===== config.mk =====
export PLATFORM = sky130hd
export DESIGN_NAME = window_gen_3x3
export DESIGN_NICKNAME = d
export VERILOG_FILES = /design/src/rtl/window_gen_3x3.sv
export SDC_FILE = /design/constraint.sdc
export NUM_CORES = 2
export LEC_CHECK = 0
export BUFFER_PORTS_ARGS = -buffer_cell sky130_fd_sc_hd__buf_2
export CAP_MARGIN = 20
export CELL_PAD_IN_SITES_DETAIL_PLACEMENT = 0
export CELL_PAD_IN_SITES_GLOBAL_PLACEMENT = 1
export CORE_ASPECT_RATIO = 1.2
export CORE_MARGIN = 1.5
export CORE_UTILIZATION = 25
export CTS_CLUSTER_SIZE = 20
export DETAILED_ROUTE_END_ITERATION = 7
export PLACE_DENSITY = 0.54
export SYNTH_ARGS = -nofsm -noshare
export SYNTH_HDL_FRONTEND = slang
export SYNTH_SLANG_ARGS = --single-unit

===== constraint.sdc =====
create_clock -name clk -period 7.35 [get_ports clk]
set_input_delay 0.735 -clock clk [delete_from_list [all_inputs] [get_ports clk]]
set_output_delay 0.735 -clock clk [all_outputs]
set_load 0.02 [all_outputs]

===== src/rtl/window_gen_3x3.sv =====
// window_gen_3x3: streaming 3x3 window generator for raster-order pixels.
// Two line buffers plus a 3x3 shift register produce nine window taps per
// accepted pixel. A window is published only when it is complete and lies on
// the configured stride grid. Pixel values pass through untouched.
// Ports:
//   clk, rst                 clock and synchronous active-high reset
//   Data_In, Valid_In        pixel stream, no backpressure
//   Data_Out0..Data_Out8     window taps, row-major, 0 = top-left, 8 = bottom-right
//   Valid_Out                one-cycle pulse per complete window
//   Frame_Done               pulses on the cycle after the last pixel of a frame
module window_gen_3x3 #(
  parameter int unsigned DATA_W = 32,
  parameter int unsigned IMG_W  = 28,
  parameter int unsigned IMG_H  = 28,
  parameter int unsigned STRIDE = 1
) (
  input  logic              clk,
  input  logic              rst,
  input  logic [DATA_W-1:0] Data_In,
  input  logic              Valid_In,
  output logic [DATA_W-1:0] Data_Out0,
  output logic [DATA_W-1:0] Data_Out1,
  output logic [DATA_W-1:0] Data_Out2,
  output logic [DATA_W-1:0] Data_Out3,
  output logic [DATA_W-1:0] Data_Out4,
  output logic [DATA_W-1:0] Data_Out5,
  output logic [DATA_W-1:0] Data_Out6,
  output logic [DATA_W-1:0] Data_Out7,
  output logic [DATA_W-1:0] Data_Out8,
  output logic              Valid_Out,
  output logic              Frame_Done
);

  localparam int unsigned COL_W = $clog2(IMG_W);
  localparam int unsigned ROW_W = $clog2(IMG_H);
  localparam logic [COL_W-1:0] COL_LAST = COL_W'(IMG_W - 1);
  localparam logic [ROW_W-1:0] ROW_LAST = ROW_W'(IMG_H - 1);

  // Line buffers: lb0 holds the previous row, lb1 the row before that.
  logic [DATA_W-1:0] lb0_q [IMG_W];
  logic [DATA_W-1:0] lb1_q [IMG_W];

  logic [COL_W-1:0]  col_q, col_d;
  logic [ROW_W-1:0]  row_q, row_d;
  // Phase bits track parity of (col-2) and (row-2); 0 means on the stride-2 grid.
  logic              col_ph_q, col_ph_d;
  logic              row_ph_q, row_ph_d;
  logic [DATA_W-1:0] sr_q   [9];
  logic [DATA_W-1:0] sr_d   [9];
  logic [DATA_W-1:0] dout_q [9];
  logic [DATA_W-1:0] dout_d [9];
  logic              valid_q, valid_d;
  logic              done_q, done_d;

  logic              col_end_c;
  logic              row_end_c;
  logic              win_ok_c;

  assign col_end_c = (col_q == COL_LAST);
  assign row_end_c = (row_q == ROW_LAST);
  assign win_ok_c  = (row_q >= ROW_W'(2)) && (col_q >= COL_W'(2)) &&
                     ((STRIDE == 1) || (!col_ph_q && !row_ph_q));

  // Next-state: window shift, counters, phases and output capture.
  always_comb begin
    col_d    = col_q;
    row_d    = row_q;
    col_ph_d = col_ph_q;
    row_ph_d = row_ph_q;
    sr_d     = sr_q;
    dout_d   = dout_q;
    valid_d  = 1'b0;
    done_d   = 1'b0;

    if (Valid_In) begin
      for (int r = 0; r < 3; r++) begin
        sr_d[r*3]     = sr_q[r*3 + 1];
        sr_d[r*3 + 1] = sr_q[r*3 + 2];
      end
      sr_d[2] = lb1_q[col_q];
      sr_d[5] = lb0_q[col_q];
      sr_d[8] = Data_In;

      if (col_end_c) begin
        col_d    = '0;
        col_ph_d = 1'b0;
        if (row_end_c) begin
          row_d    = '0;
          row_ph_d = 1'b0;
        end else begin
          row_d    = row_q + ROW_W'(1);
          row_ph_d = ~row_ph_q;
        end
      end else begin
        col_d    = col_q + COL_W'(1);
        col_ph_d = ~col_ph_q;
      end

      if (win_ok_c) begin
        valid_d = 1'b1;
        dout_d  = sr_d;
      end
      done_d = col_end_c && row_end_c;
    end
  end

  // State registers; reset beats a simultaneous valid pixel.
  always_ff @(posedge clk) begin
    if (rst) begin
      col_q    <= '0;
      row_q    <= '0;
      col_ph_q <= 1'b0;
      row_ph_q <= 1'b0;
      valid_q  <= 1'b0;
      done_q   <= 1'b0;
      for (int k = 0; k < 9; k++) begin
        sr_q[k]   <= '0;
        dout_q[k] <= '0;
      end
    end else begin
      col_q    <= col_d;
      row_q    <= row_d;
      col_ph_q <= col_ph_d;
      row_ph_q <= row_ph_d;
      valid_q  <= valid_d;
      done_q   <= done_d;
      sr_q     <= sr_d;
      dout_q   <= dout_d;
    end
  end

  // Line-buffer RAM: not reset; row gating hides stale contents.
  always_ff @(posedge clk) begin
    if (Valid_In && !rst) begin
      lb1_q[col_q] <= lb0_q[col_q];
      lb0_q[col_q] <= Data_In;
    end
  end

  if ((STRIDE != 1) && (STRIDE != 2)) begin : g_bad_stride
    always @(posedge clk) begin
      $error("window_gen_3x3: unsupported STRIDE %0d", STRIDE);
    end
  end

  assign Data_Out0  = dout_q[0];
  assign Data_Out1  = dout_q[1];
  assign Data_Out2  = dout_q[2];
  assign Data_Out3  = dout_q[3];
  assign Data_Out4  = dout_q[4];
  assign Data_Out5  = dout_q[5];
  assign Data_Out6  = dout_q[6];
  assign Data_Out7  = dout_q[7];
  assign Data_Out8  = dout_q[8];
  assign Valid_Out  = valid_q;
  assign Frame_Done = done_q;

endmodule


==> flow_metrics.tcl <==
set metrics [dict create \
    status "finished, final reports clean" \
    crit_path_start_kind "flop" \
    layout_min_cycle_time_ns 4.45 \
    setup-tns-final_ns 0 \
    rows 235 \
    nets 5778 \
    chipWidth_um 538 \
    syn-cell-area_um2 85900 \
    drc 0 \
    synth_xor_area_frac 0.000713 \
    syn_to_final_growth_pct 16.3 \
    finalCritPeriodShare 0.606 \
    core_area_um2 342000 \
    finalPower_mw 27.1 \
    insertion_delay_ns 0.91 \
    numCtsBuffers 221 \
    synth_top_family_by_area "multiplexers" \
    rsz0062_at_grt "false" \
    dp.cells 10000 \
    post-cts-setup-buffers 0 \
    worstPathArrival_ns 4.88 \
    worst_pin_slew_ns 1.10 \
    htree_levels 4 \
    synth_nets 5452 \
    first_global_vias 48000 \
    routedWlPerCell_um 25.7 \
    cts-root-buf "clkbuf_16" \
    cts_tree "built" \
    synth_compound_area_frac 0.0581 \
    grt_pass1_wl_mm 377 \
    timing.rr.end "lb1_q[6][5]" \
    p_int_mw 20.8 \
    dieHeight_um 645 \
    maxSlewHeadroom 0.265 \
    hpwl_mm 156 \
    p_per_area_nw_per_um2 271 \
    cts_buffer_depth 4 \
    routed_wl_mm 268 \
    switchingPower_mw 6.23 \
    synth_warnings 0 \
    setup-violations-final 0 \
    final_cells 10400 \
    antenna_left 0 \
    worstSetupPathType "flop to flop" \
    portBuffers 324 \
    p_sw_frac 0.230 \
    drt_iter0_drc 3852 \
    pin_count 325 \
    top_regs "lb0_q x896, lb1_q x896, sr_q x192" \
    final-hold-violation-count 0 \
    viasPerCell 4.60 \
    power_frac_clock 0.406 \
    finalClockSkew_ns 0.0854 \
    vias 48000 \
    gr-total-overflow 0 \
    synth_area_per_cell_um2 15.9 \
    first_pass_iters 8 \
    ctsResizeCount 0 \
    synth_cells 5410 \
    layout-drive-gt1-share 0.164 \
    r2r_slack_ns 2.90 \
    synthAdderAreaFrac 0.00102 \
    worst-path-max-fanout 54 \
    path_clk_slew_ns 0.07 \
    antenna_found_initial 25 \
    fmax_mhz 225 \
    ys_seq_area_frac 0.742 \
    end_kind "flop" \
    gp_congestion 0.762 \
    seq_power_share 0.529 \
    die-area_um2 347000 \
    worstSetupEndpoint "lb1_q[6][5]" \
    min_path_type "input port to flop" \
    ff2ff_path_depth 6 \
    yosys.area_share.simple 0.0516 \
    grt_max_degree 181 \
    grt_usage 0.150 \
    ir_drop_mv 0.178 \
    muxShareOfSynthArea 0.126 \
    worstPathRequired_ns 7.78 \
    p_leak_nw 31.9 \
    slew_viol_final 0 \
    yosysUniqueCellTypes 47 \
    synth_seq_cells 2289 \
    combPwrFrac 0.065 \
    holdBufCountCts 0 \
    cts_num_sinks 2289 \
    maxCapViolations 0 \
    initial_utilization 0.252 \
]
-- per-stage QoR --
step | util | area [µm²] | hold slack, ns | setup WS (ns)
after floorplan | - | 85900 | 0.431 | 0.762
after global placement | 0.272 | 93100 | 0.435 | 2.92
after detailed placement | 0.272 | 93100 | 0.439 | 2.88
after CTS | 0.292 | 99900 | 0.174 | 2.85
after global routing | 0.292 | 99900 | 0.233 | 2.73
final | 0.293 | 99900 | 0.223 | 2.90
-- kinds of logic after synthesis --
family	count (synthesis)
AOI/OAI and AO/OA	754
adders and majority gates	7
buffers and inverters	372
muxes	924
DFF	2289
xor gates and xnor gates	7
and+or+nand+nor	1057
-- area by class of cell --
| type | count | area (µm²) |
|---|---|---|
| diodes | 14 | 35.0 |
| clock buffers | 286 | 5990 |
| clock inverters | 111 | 815 |
| fillers | 34100 | 242000 |
| inverters | 24 | 90.1 |
| multi-input cells | 2749 | 20700 |
| flip-flops and latches | 2289 | 63800 |
| well taps | 4503 | 5630 |
| repair buffers | 451 | 2850 |
-- layout by cell type, fill, tap and decap left out, drive strengths merged, types with 81 or more instances in the layout --
cell    instances
a211oi         81
a21oi         324
a22oi         146
buf           451
clkbuf        286
clkinv         86
dfxtp         497
edfxtp       1792
mux2i         798
mux4          126
nand2         642
nand3         100
nor2          234
-- per-layer routing --
| metal | vias up | wire [µm] | share of wire | GRT usage |
|---|---|---|---|---|
| met3 | 376 | 13500 | 0.050 | 0.0237 |
| met4 | 12 | 6990 | 0.026 | 0.0407 |
| li1 | 21300 | - | - | - |
| met2 | 1186 | 135000 | 0.50 | 0.266 |
| met1 | 25100 | 113000 | 0.42 | 0.190 |
| met5 | - | 64 | 0.00024 | 0 |
-- power by group through the flow --
stage          clock [mW]  sequential [mW]  combinational [mW]
5_1_grt              11.7             14.3                1.88
3_5_place_dp            0             14.6                1.79
6_report             11.0             14.3                1.75
2_1_floorplan           0             14.5                1.07
4_1_cts              11.3             14.3                1.79
3_3_place_gp            0             14.6                1.76
-- cell usage after synthesis, drive strengths merged --
library cell  count  share of area
nand4             2        0.00015
inv              24         0.0010
nor4bb            1        0.00012
a211oi           81         0.0077
a21oi           324          0.019
and4             34         0.0035
o21ai            36         0.0021
or2               1       0.000073
clkbuf          164         0.0072
edfxtp         1792           0.63
nor3b             8        0.00093
or3               2        0.00026
nor2b            13        0.00095
and2              3        0.00022
mux2i           798          0.093
o221ai           18         0.0018
xor2              3        0.00031
mux4            126          0.033
nand2b            4        0.00032
o221a             5        0.00066
nand3b            3        0.00026
a221oi           39         0.0040
a22oi           146          0.013
nand3           100         0.0059
or3b              2        0.00020
and3              2        0.00020
nor3              6        0.00035
nor2            234          0.010
xnor2             4        0.00041
buf             184          0.013
nand2           642          0.028
dfxtp           497           0.12
a22o             72         0.0073
a31o              1        0.00010
o211ai           31         0.0027
a31oi             1       0.000073
ha                7         0.0010
-- worst min path at each step --
stage	startpoint	end	slack, ns	depth (start not counted)
5_1_grt	rst	sr_q[159]	0.23	2
3_5_place_dp	Data_Out2[31]	Data_Out2[31]	0.44	2
2_1_floorplan	sr_q[63]	Data_Out6[31]	0.43	2
3_3_place_gp	Data_Out2[24]	Data_Out2[24]	0.44	2
4_1_cts	rst	sr_q[159]	0.17	2
6_report	rst	sr_q[159]	0.22	2
-- critical path, stage by stage (launching register included) --
cell	delay, ns
dfxtp_4	0.94
buf_4	0.91
mux2i_1	0.29
a22oi_1	0.11
nand3_1	0.16
and4_1	0.79
inv_1	0.62
Power figures use the tool's default switching activity.
